**src/rtl/game_pkg.sv**
```systemverilog
// Shared types and constants for the Frogger game-state controller.
package game_pkg;

  localparam int TIME_W         = 6;
  localparam int DEFAULT_GOAL_Y = 90;

  typedef enum logic [2:0] {
    PLAY     = 3'd0,
    DEATH    = 3'd1,
    ADVANCE  = 3'd2,
    GAMEOVER = 3'd3,
    WIN      = 3'd4
  } game_state_t;

endpackage

```
**src/rtl/sec_tick.sv**
```systemverilog
// One-second enable generator: counts clk_in cycles to CLK_HZ-1 and emits a one-cycle tick_o.
module sec_tick #(
  parameter int CLK_HZ = 100_000_000
) (
  input  logic clk_in,
  input  logic reset_in,
  input  logic en,
  input  logic clr,
  output logic tick_o
);

  localparam int               CNT_W = (CLK_HZ > 1) ? $clog2(CLK_HZ) : 1;
  localparam logic [CNT_W-1:0] LAST  = CNT_W'(CLK_HZ - 1);

  logic [CNT_W-1:0] count_reg;

  always_ff @(posedge clk_in or negedge reset_in) begin
    if (!reset_in) begin
      count_reg <= '0;
    end else if (clr) begin
      count_reg <= '0;
    end else if (en) begin
      count_reg <= (count_reg == LAST) ? '0 : count_reg + 1'b1;
    end
  end

  assign tick_o = en && !clr && (count_reg == LAST);

endmodule

```
**src/rtl/game_state_ctrl.sv**
```systemverilog
// Frogger game-state controller: level, lives, per-life countdown and play/death/advance/gameover/win.
// Define GAME_TIMER_EN to enable the per-life countdown and its timeout.
module game_state_ctrl
  import game_pkg::*;
#(
  parameter int NUM_LEVELS  = 5,
  parameter int START_LIVES = 4,
  parameter int LEVEL_W     = 3,
  parameter int LIVES_W     = 3,
  parameter int Y_W         = 9,
  parameter int GOAL_Y      = DEFAULT_GOAL_Y,
  parameter int CLK_HZ      = 100_000_000,
  parameter int ROUND_SECS  = 30,
  parameter int RESPAWN_CYC = 4
) (
  input  logic               clk_in,
  input  logic               reset_in,
  input  logic               collision_i,
  input  logic [Y_W-1:0]     frog_y_i,
  input  logic               start_i,
  output logic               respawn_o,
  output logic               gameover_o,
  output logic               gamewin_o,
  output logic [LEVEL_W-1:0] level_o,
  output logic [LIVES_W-1:0] lives_o,
  output logic [TIME_W-1:0]  time_left_o
);

  localparam logic [LEVEL_W-1:0] LAST_LEVEL = LEVEL_W'(NUM_LEVELS - 1);
  localparam logic [LIVES_W-1:0] FULL_LIVES = LIVES_W'(START_LIVES);
  localparam logic [LIVES_W-1:0] ONE_LIFE   = LIVES_W'(1);
  localparam logic [Y_W-1:0]     GOAL_ROW   = Y_W'(GOAL_Y);
  localparam int                 RC_W       = (RESPAWN_CYC > 1) ? $clog2(RESPAWN_CYC) : 1;
  localparam logic [RC_W-1:0]    RC_LAST    = RC_W'(RESPAWN_CYC - 1);

  game_state_t        state_reg, state_next;
  logic [LEVEL_W-1:0] level_reg, level_next;
  logic [LIVES_W-1:0] lives_reg, lives_next;
  logic [RC_W-1:0]    rc_reg, rc_next;
  logic               timeout;

  always_comb begin
    state_next = state_reg;
    level_next = level_reg;
    lives_next = lives_reg;
    rc_next    = rc_reg;
    case (state_reg)
      PLAY: begin
        rc_next = '0;
        // A hit outranks reaching the goal; a hit plus timeout still costs one life.
        if (collision_i || timeout) begin
          lives_next = (lives_reg > ONE_LIFE) ? lives_reg - ONE_LIFE : '0;
          state_next = (lives_reg > ONE_LIFE) ? DEATH : GAMEOVER;
        end else if (frog_y_i <= GOAL_ROW) begin
          if (level_reg < LAST_LEVEL) begin
            level_next = level_reg + 1'b1;
            lives_next = FULL_LIVES;
            state_next = ADVANCE;
          end else begin
            state_next = WIN;
          end
        end
      end
      DEATH, ADVANCE: begin
        if (rc_reg == RC_LAST) begin
          rc_next    = '0;
          state_next = PLAY;
        end else begin
          rc_next = rc_reg + 1'b1;
        end
      end
      GAMEOVER, WIN: begin
        if (start_i) begin
          state_next = PLAY;
          level_next = '0;
          lives_next = FULL_LIVES;
        end
      end
      default: begin
        state_next = PLAY;
      end
    endcase
  end

  always_ff @(posedge clk_in or negedge reset_in) begin
    if (!reset_in) begin
      state_reg  <= PLAY;
      level_reg  <= '0;
      lives_reg  <= FULL_LIVES;
      rc_reg     <= '0;
      respawn_o  <= 1'b0;
      gameover_o <= 1'b0;
      gamewin_o  <= 1'b0;
    end else begin
      state_reg  <= state_next;
      level_reg  <= level_next;
      lives_reg  <= lives_next;
      rc_reg     <= rc_next;
      respawn_o  <= (state_next == DEATH) || (state_next == ADVANCE);
      gameover_o <= (state_next == GAMEOVER);
      gamewin_o  <= (state_next == WIN);
    end
  end

  assign level_o = level_reg;
  assign lives_o = lives_reg;

`ifdef GAME_TIMER_EN
  localparam logic [TIME_W-1:0] ROUND_T = TIME_W'(ROUND_SECS);

  logic              in_play, tick, reload;
  logic [TIME_W-1:0] time_reg;

  assign in_play = (state_reg == PLAY);
  assign reload  = !in_play && (state_next == PLAY);

  sec_tick #(
    .CLK_HZ(CLK_HZ)
  ) u_sec_tick (
    .clk_in  (clk_in),
    .reset_in(reset_in),
    .en      (in_play),
    .clr     (!in_play),
    .tick_o  (tick)
  );

  // The countdown freezes on the very edge that leaves PLAY.
  always_ff @(posedge clk_in or negedge reset_in) begin
    if (!reset_in) begin
      time_reg <= ROUND_T;
    end else if (reload) begin
      time_reg <= ROUND_T;
    end else if (in_play && (state_next == PLAY) && tick && (time_reg != '0)) begin
      time_reg <= time_reg - 1'b1;
    end
  end

  assign timeout     = in_play && (time_reg == '0);
  assign time_left_o = time_reg;
`else
  logic unused_timer_cfg;
  assign unused_timer_cfg = ^{CLK_HZ, ROUND_SECS};
  assign timeout          = 1'b0;
  assign time_left_o      = '0;
`endif

endmodule

```
**config.mk**
```make
export PLATFORM = sky130hd
export DESIGN_NAME = game_state_ctrl
export DESIGN_NICKNAME = d
export VERILOG_FILES = /design/src/rtl/game_pkg.sv /design/src/rtl/sec_tick.sv /design/src/rtl/game_state_ctrl.sv
export SDC_FILE = /design/constraint.sdc
export NUM_CORES = 1
export LEC_CHECK = 0
export BUFFER_PORTS_ARGS = -buffer_cell sky130_fd_sc_hd__buf_2
export CAP_MARGIN = 20
export CELL_PAD_IN_SITES_DETAIL_PLACEMENT = 2
export CELL_PAD_IN_SITES_GLOBAL_PLACEMENT = 2
export CORE_AREA = 2 2 56 64
export CTS_CLUSTER_SIZE = 24
export DETAILED_ROUTE_END_ITERATION = 10
export DIE_AREA = 0 0 58 66
export GPL_ROUTABILITY_DRIVEN = 0
export PLACE_DENSITY_LB_ADDON = 0.1
export SLEW_MARGIN = 25
export SYNTH_ARGS = -nofsm -noshare
export SYNTH_HDL_FRONTEND = slang
export SYNTH_SLANG_ARGS = --single-unit
```
**constraint.sdc**
```tcl
create_clock -name clk_in -period 2.3 [get_ports clk_in]
set_clock_uncertainty 0.1 [all_clocks]
set_input_delay 0 -clock clk_in [delete_from_list [all_inputs] [get_ports clk_in]]
set_output_delay 0 -clock clk_in [all_outputs]
set_load 0.01 [all_outputs]
```
# ---- Word-level counts from Yosys, hierarchy flattened
# Cells that the tools add are included.
dict set report op_classes {
  add_sub_neg 3
  order_cmp 3
  n_eq_ne 15
  mux 20
  reduce_logical 8
}
# operator count
set ops {}
lappend ops {{two-way mux 3 bit} 14}
lappend ops {{equality test 3 x 2 -> 1 bit, second input constant} 4}
lappend ops {{one-hot mux 3 bit (2 select lines)} 2}
lappend ops {{<= comparator 9 x 7 -> 1 bit, second input constant} 1}
lappend ops {{one-hot mux 3 bit (3 select lines)} 1}
lappend ops {{inequality test 2 bit, second input constant} 4}
lappend ops {{equality test 3 x 1 -> 1 bit, second input constant} 2}
lappend ops {{equality test 3 bit, second input constant} 2}
lappend ops {{inequality test 3 bit, second input constant} 2}
lappend ops {{AND reduction 5 bit} 1}
lappend ops {{two-way mux 2 bit} 2}
lappend ops {{one-hot mux 2 bit (2 select lines)} 1}
lappend ops {{AND reduction 4 bit} 1}
lappend ops {{nonzero test 2 bit} 2}
lappend ops {{OR reduction 2 bit} 2}
lappend ops {{adder 3 x 1 -> 3 bit, second input constant} 1}
lappend ops {{greater-than comparator 3 x 1 -> 1 bit, second input constant} 1}
lappend ops {{logical NOT 3 bit} 1}
lappend ops {{less-than comparator 3 bit, second input constant} 1}
lappend ops {{subtractor 3 x 1 -> 3 bit, second input constant} 1}
lappend ops {{adder 2 x 1 -> 2 bit, second input constant} 1}
lappend ops {{equality test 2 bit, second input constant} 1}
lappend ops {{logical OR 1 bit} 1}
dict set report totals {
  register_bits 14
  output_inout_bits 15
  word_cells 56
}

# ---- Depth between registers and ports, before layout
# Gate-level depths: netlist of the first run.
dict set report depth {
  ltp_word 7
  ltp_mapped 6
  ltp_nobuf 6
}

# ---- Worst setup path after synthesis of the first run
# OpenSTA, ideal clock, no wires.
dict set report synth_timing {
  kind {register to register}
  startpoint {reg level_reg[2], in the netlist level_o[2]}
  endpoint {reg lives_reg[0], in the netlist lives_o[0]}
  t_arrival_ns 1.651
  required_ns 2.075
  setup_slack_ns 0.424
  path_stages_with_launch 6
  path_buffers 0
  period_less_slack_ns 1.876
  path_cell_list {dfrtp_1 > nor4_1 > o21ai_0 > a2111oi_4 > or2_4 > mux2_4}
}
dict set report synth_between {
  elab_chain_len 3
}
# element line
set synth_rtl {}
lappend synth_rtl {{start: declaration} game_state_ctrl.sv:37} ;# logic [LEVEL_W-1:0] level_reg, level_next;
lappend synth_rtl {{start signal: assignment} game_state_ctrl.sv:96} ;# level_reg <= level_next;
lappend synth_rtl {{less-than comparator 3 bit} game_state_ctrl.sv:55} ;# if (level_reg < LAST_LEVEL) begin
lappend synth_rtl {{inequality test 3 bit (no source line)} n/a}
lappend synth_rtl {{AND reduction 4 bit (no source line)} n/a}
lappend synth_rtl {{end signal: assignment} game_state_ctrl.sv:97} ;# lives_reg <= lives_next;
lappend synth_rtl {{end: declaration} game_state_ctrl.sv:38} ;# logic [LIVES_W-1:0] lives_reg, lives_next;
# No other way between the ends.
# A chain may end at the register's enable or synchronous reset.

# ---- Worst setup path in the final report of the first run
# Ends and elaborated chain as after synthesis.

==> impl_metrics.toml, run 1 <==
[outcome]
status = "completed"

[worst_setup_path]
reg2regPathDepth = 5
cpLargestDelayFamily = "simple AND/OR/NAND/NOR gates"
r2r-start = "level_o[2]$_DFFE_PN0P_"
reg2reg_to = "lives_o[0]$_DFFE_PN0P_"
critPathBufInv = 0
path_class = "register to register"
r2r_slack_ns = 0.23
cp_slowest_cell = "dfrtp_1"
crit_path_cell_trace = "nor4_1 > nor2_1 > a2111oi_4 > or2_4 > mux2_4"
crit_path_max_incr_delay_ns = 0.43
end_kind = "register"
start_kind = "register"
cp_max_fo = 5
worstPathArrival_ns = 2.14
crit_required_ns = 2.37

[cts]
postCtsHoldBufs = 3
tritoncts = "done"
cts_buffers = 3
ctsResizeCount = 0
htreeDepth = 1
cts_sinks = 14
clkLatencyLatePin_ns = 0.28
cts_root_buffer = "clkbuf_4"
cts.path.max_buffers = 2
post_cts_buffers = 0
clk_pin_slew_ns = 0.09

[finish]
fillers = 371
multi_input_area_um2 = 497
final_common_cell = "buf_2"
drive_above_1_share = 0.336
final_cell_mix = "buf_2, dfrtp_1, a21oi_1"
nNetsFinal = 134
syn2layout_area_growth_pct = 17.8
antenna_cells = 0
fin_util = 0.341
seqCellArea_um2 = 352

[place]
port_buffers = 21
pre_cts_ws_ns = 0.301
place_hpwl_um = 1870

[synth]
synthMuxAreaShare = 0.0664
syn-cell-area_um2 = 923
yosys.area_share.simple = 0.186
synth_edf_count = 0
synth_fa_ha_area_frac = 0.0542
yosysTopAreaCell = "dfrtp_1"
synthArstFlopShare = 1.00
synth_compound_area_frac = 0.198
synth_top_family_by_area = "compound AO/OA/AOI/OAI gates"
ys_ff_latch = 14
ys_types = 34
ys.flop_type = "dfrtp_1"
yosys_warnings = 0
synth-xor-area-share = 0.00949
ys_seq_area_frac = 0.381
yosysTopAreaCellShare = 0.352
avgSynthCellArea_um2 = 10.1
synth_cells = 91
synth_area_leaders = "dfrtp_1, ha_1, buf_4"

[global_routing]
grt_overflow_total = 0
grt_usage = 0.138
grt_pass1_wl_um = 4000
grt_pass1_vias = 835
antenna_found_initial = 0
grt_max_degree = 15

[timing]
relSlewSlack = 0.668
min_period_ns = 2.07
post-route-period-util = 0.901
final_hold_viol_count = 0
slew_violations = 0
setup_viol = 0
setup_slack_ns = 0.229
rsz0062_at_grt = "false"
fmax_ghz = 0.483
setup_tns_ns = 0
tightest_slew_ns = 0.495
timing.hold.ws_ns = 0.0395

[power_and_ir_drop]
vdd_ir_drop_max_uv = 396
swShare = 0.402
net-switching-power_w = 0.000492
combPwrFrac = 0.475
p_seq_frac = 0.375
p_int_w = 0.000731
cellLeakagePower_nw = 0.527
power_density_nw_per_um2 = 1120
clock_power_share = 0.150

[floorplan]
dieArea_um2 = 3830
num_rows = 22
initial_utilization = 0.289
design.core.area_um2 = 3190
die_x_um = 58
die_h_um = 66
io_pins = 28

[routing]
wl_per_cell_um = 15.4
vias_per_cell = 5.01
drc = 0
wl_um = 2350
drtAntennaViolNets = 0
drtPass1Iterations = 4
drt_iter0_drc = 4
vias = 761

[job]
drv_cap = 0

[worst_hold_path]
hold_path.class = "input port to asynchronous set/reset pin"
[worst max-delay path by stage]
stage                                start                      to  slack, ns  cells past startpoint
detailed placement  level_o[2]$_DFFE_PN0P_  lives_o[0]$_DFFE_PN0P_       0.30                      5
global route        level_o[2]$_DFFE_PN0P_  lives_o[1]$_DFFE_PN0P_       0.17                      5
global placement    state_reg[1]$_DFF_PN0_  lives_o[1]$_DFFE_PN0P_       0.38                      5
finish              level_o[2]$_DFFE_PN0P_  lives_o[0]$_DFFE_PN0P_       0.23                      5
floorplan           level_o[2]$_DFFE_PN0P_  lives_o[0]$_DFFE_PN0P_       0.42                      5
CTS                 level_o[2]$_DFFE_PN0P_  lives_o[0]$_DFFE_PN0P_       0.22                      5
[per-stage QoR]
stage,cell area [um2],power [W],cells
2_1_floorplan,942,0.000909,96
3_3_place_gp,1020,0.00102,145
3_5_place_dp,1020,0.00105,145
4_1_cts,1090,0.00125,152
5_1_grt,1090,0.00135,152
6_report,1090,0.00122,152
[layer usage]
metal  GRT usage  routed length, um  vias up  share of wire
met2       0.243               1300       11           0.56
met3      0.0176                 60        4          0.026
met5           0                  0        -              0
li1            -                  -      364              -
met4      0.0523                 39        0          0.017
met1       0.168                944      382           0.40
[final cells by class]
class,count,share of cell area
clock buffer,4,0.0334
tap,36,0.0414
timing repair buffer,25,0.131
inverter,4,0.0138
sequential,14,0.323
multi-input combinational,69,0.457
[cell usage after synthesis, types with 3 or more instances]
master / n
a21oi_1: 7
buf_4: 6
buf_6: 3
dfrtp_1: 13
ha_1: 4
inv_1: 4
nand3_1: 3
nor2_1: 6
nor3_1: 3
nor3b_1: 3
nor4_1: 3
o21ai_0: 6
or2b_2: 3
[cell families (layout without fill, tap and decap cells)]
family,Yosys count,after routing
compound gates,25,25
xor+xnor,1,1
fa+ha+maj,4,4
buf+inv,13,33
flops,14,14
mux,5,5
other cells,1,6
simple gates,28,28
[power groups by stage]
stage,logic (W),clock network [W],registers [W]
detailed placement,0.000582,0,0.000466
CTS,0.000592,0.000192,0.000462
floorplan,0.000488,0,0.000421
global placement,0.000561,0,0.000459
global route,0.000669,0.000205,0.000478
finish,0.000581,0.000184,0.000459
Power figures use the tool's default switching activity.
==> run 2, diff against run 1 <==
--- a/config.mk
+++ b/config.mk
@@ -14,7 +14,7 @@
 export DETAILED_ROUTE_END_ITERATION = 10
 export DIE_AREA = 0 0 58 66
 export GPL_ROUTABILITY_DRIVEN = 0
-export PLACE_DENSITY_LB_ADDON = 0.1
+export PLACE_DENSITY = 0.83
 export SLEW_MARGIN = 25
 export SYNTH_ARGS = -nofsm -noshare
 export SYNTH_HDL_FRONTEND = slang
==> run 2 against run 1 <==
Cell count fell by 1.3%. Global-route usage fell by 0.26 points. Register-to-register slack improved by 0.03 ns. Routed wire length rose by 3.2%. Hold slack got worse by 0.014 ns. Sequential power barely moved. Total power fell by 2.4%. Core utilization fell by 0.86 points. Worst setup slack improved by 0.029 ns. Largest power group unchanged.
==> impl_metrics.toml, run 2 (synthesis gave the netlist of run 1 again) <==
[power_and_ir_drop]
vdd_ir_drop_max_uv = 438
finalPower_w = 0.00119
power_density_nw_per_um2 = 1130
cellLeakagePower_nw = 0.511

[routing]
wl_um = 2420
drt_iter0_drc = 5
vias = 775
drtPass1Iterations = 4
drc = 0
drtAntennaViolNets = 0
vias_per_cell = 5.17
wl_per_cell_um = 16.1

[finish]
final_common_cell = "buf_2"
syn2layout_area_growth_pct = 14.8
antenna_cells = 0
drive_above_1_share = 0.325
nNetsFinal = 132
final_cell_mix = "buf_2, dfrtp_1, a21oi_1"
stdcell_count = 150

[worst_setup_path]
path_class = "register to register"
cp_max_fo = 5
cp-startpoint = "level_o[2]$_DFFE_PN0P_"
r2r-start = "level_o[2]$_DFFE_PN0P_"
r2r_slack_ns = 0.26
start_kind = "register"
worstPathArrival_ns = 2.11
reg2reg_to = "lives_o[0]$_DFFE_PN0P_"
crit_required_ns = 2.37
end_kind = "register"
reg2regPathDepth = 5

[place]
place_hpwl_um = 1910
port_buffers = 21
dp.cells = 144
pre_cts_ws_ns = 0.260

[outcome]
status = "completed"

[floorplan]
die_x_um = 58
initial_utilization = 0.289
dieArea_um2 = 3830
die_h_um = 66
io_pins = 28
num_rows = 22
design.core.area_um2 = 3190

[cts]
cts_sinks = 14
ctsResizeCount = 0
htreeDepth = 1
clk_pin_slew_ns = 0.08
cts_buffers = 3
tritoncts = "done"
cts_root_buffer = "clkbuf_4"
clkLatencyLatePin_ns = 0.28
cts.path.max_buffers = 2

[global_routing]
grt_max_degree = 15
grt_pass1_vias = 868
grt_overflow_total = 0
antenna_found_initial = 0
grt_usage = 0.135
grt_pass1_wl_um = 3950

[job]
drv_cap = 0

[timing]
slew_violations = 0
setup_slack_ns = 0.258
tightest_slew_ns = 0.463
fmax_ghz = 0.490
post-route-period-util = 0.888
rsz0062_at_grt = "false"
final_hold_viol_count = 0
relSlewSlack = 0.683
setup_viol = 0
min_period_ns = 2.04
setup_tns_ns = 0

[worst_hold_path]
hold_path_startpoint = "start_i"
hold_depth = 3
hold_path.class = "input port to register"
min_to = "level_o[2]$_DFFE_PN0P_"
-- run 2: cell types whose count changed in the layout (fill, tap and decap cells not counted), sizes merged --
cell and delta:
buf -1, dlygate4sd3 -1
-- run 2: how the worst max path moves through the flow --
stage | end | slack, ns | depth (start not counted)
finish | lives_o[0]$_DFFE_PN0P_ | 0.26 | 5
global route | lives_o[0]$_DFFE_PN0P_ | 0.16 | 5
CTS | lives_o[0]$_DFFE_PN0P_ | 0.23 | 5
detailed placement | lives_o[0]$_DFFE_PN0P_ | 0.26 | 5
global placement | lives_o[1]$_DFFE_PN0P_ | 0.38 | 5
floorplan | lives_o[0]$_DFFE_PN0P_ | 0.42 | 5
-- run 2: power by group --
group / switching [W] / internal [W] / total (W)
clock network: 0.0000842 / 0.0000673 / 0.000152
registers: 0.000119 / 0.000338 / 0.000457
logic: 0.000287 / 0.000297 / 0.000585
total: 0.000491 / 0.000702 / 0.00119
-- run 2: worst max-delay path, cell delays in order (launching register included) --
cell,delay (ns)
dfrtp_1,0.42
nor4_1,0.30
o21ai_0,0.21
a2111oi_4,0.38
or2_4,0.22
mux2_4,0.30
-- run 2: what timing repair did --
item / 4_1_cts / 5_1_grt
hold buffers: 2 / 0
endpoints found under the hold margin: 15 / 0
setup buffers: 0 / 0
-- run 2: metal layers --
| metal | up-vias | wire length [um] | track usage |
|---|---|---|---|
| met5 | - | 0 | 0 |
| met4 | 0 | 18 | 0.0349 |
| met3 | 2 | 54 | 0.0235 |
| met2 | 10 | 1410 | 0.257 |
| met1 | 397 | 944 | 0.152 |
| li1 | 366 | - | - |
-- run 2: per-stage QoR --
step | util | area (um2) | hold WS (ns)
final | 0.332 | 1060 | 0.0250
after global routing | 0.332 | 1060 | 0.0146
after CTS | 0.332 | 1060 | 0.0159
after detailed placement | 0.317 | 1010 | -0.174
after global placement | 0.317 | 1010 | -0.183
after floorplan | - | 942 | -0.396
-- run 2: final cells by class --
| type | instances | area (um2) |
|---|---|---|
| multi-input combinational | 69 | 497 |
| tap | 36 | 45.0 |
| inverter | 4 | 15.0 |
| sequential | 14 | 352 |
| fill | 372 | 2130 |
| timing repair buffer | 23 | 125 |
| clock buffer | 4 | 26.3 |
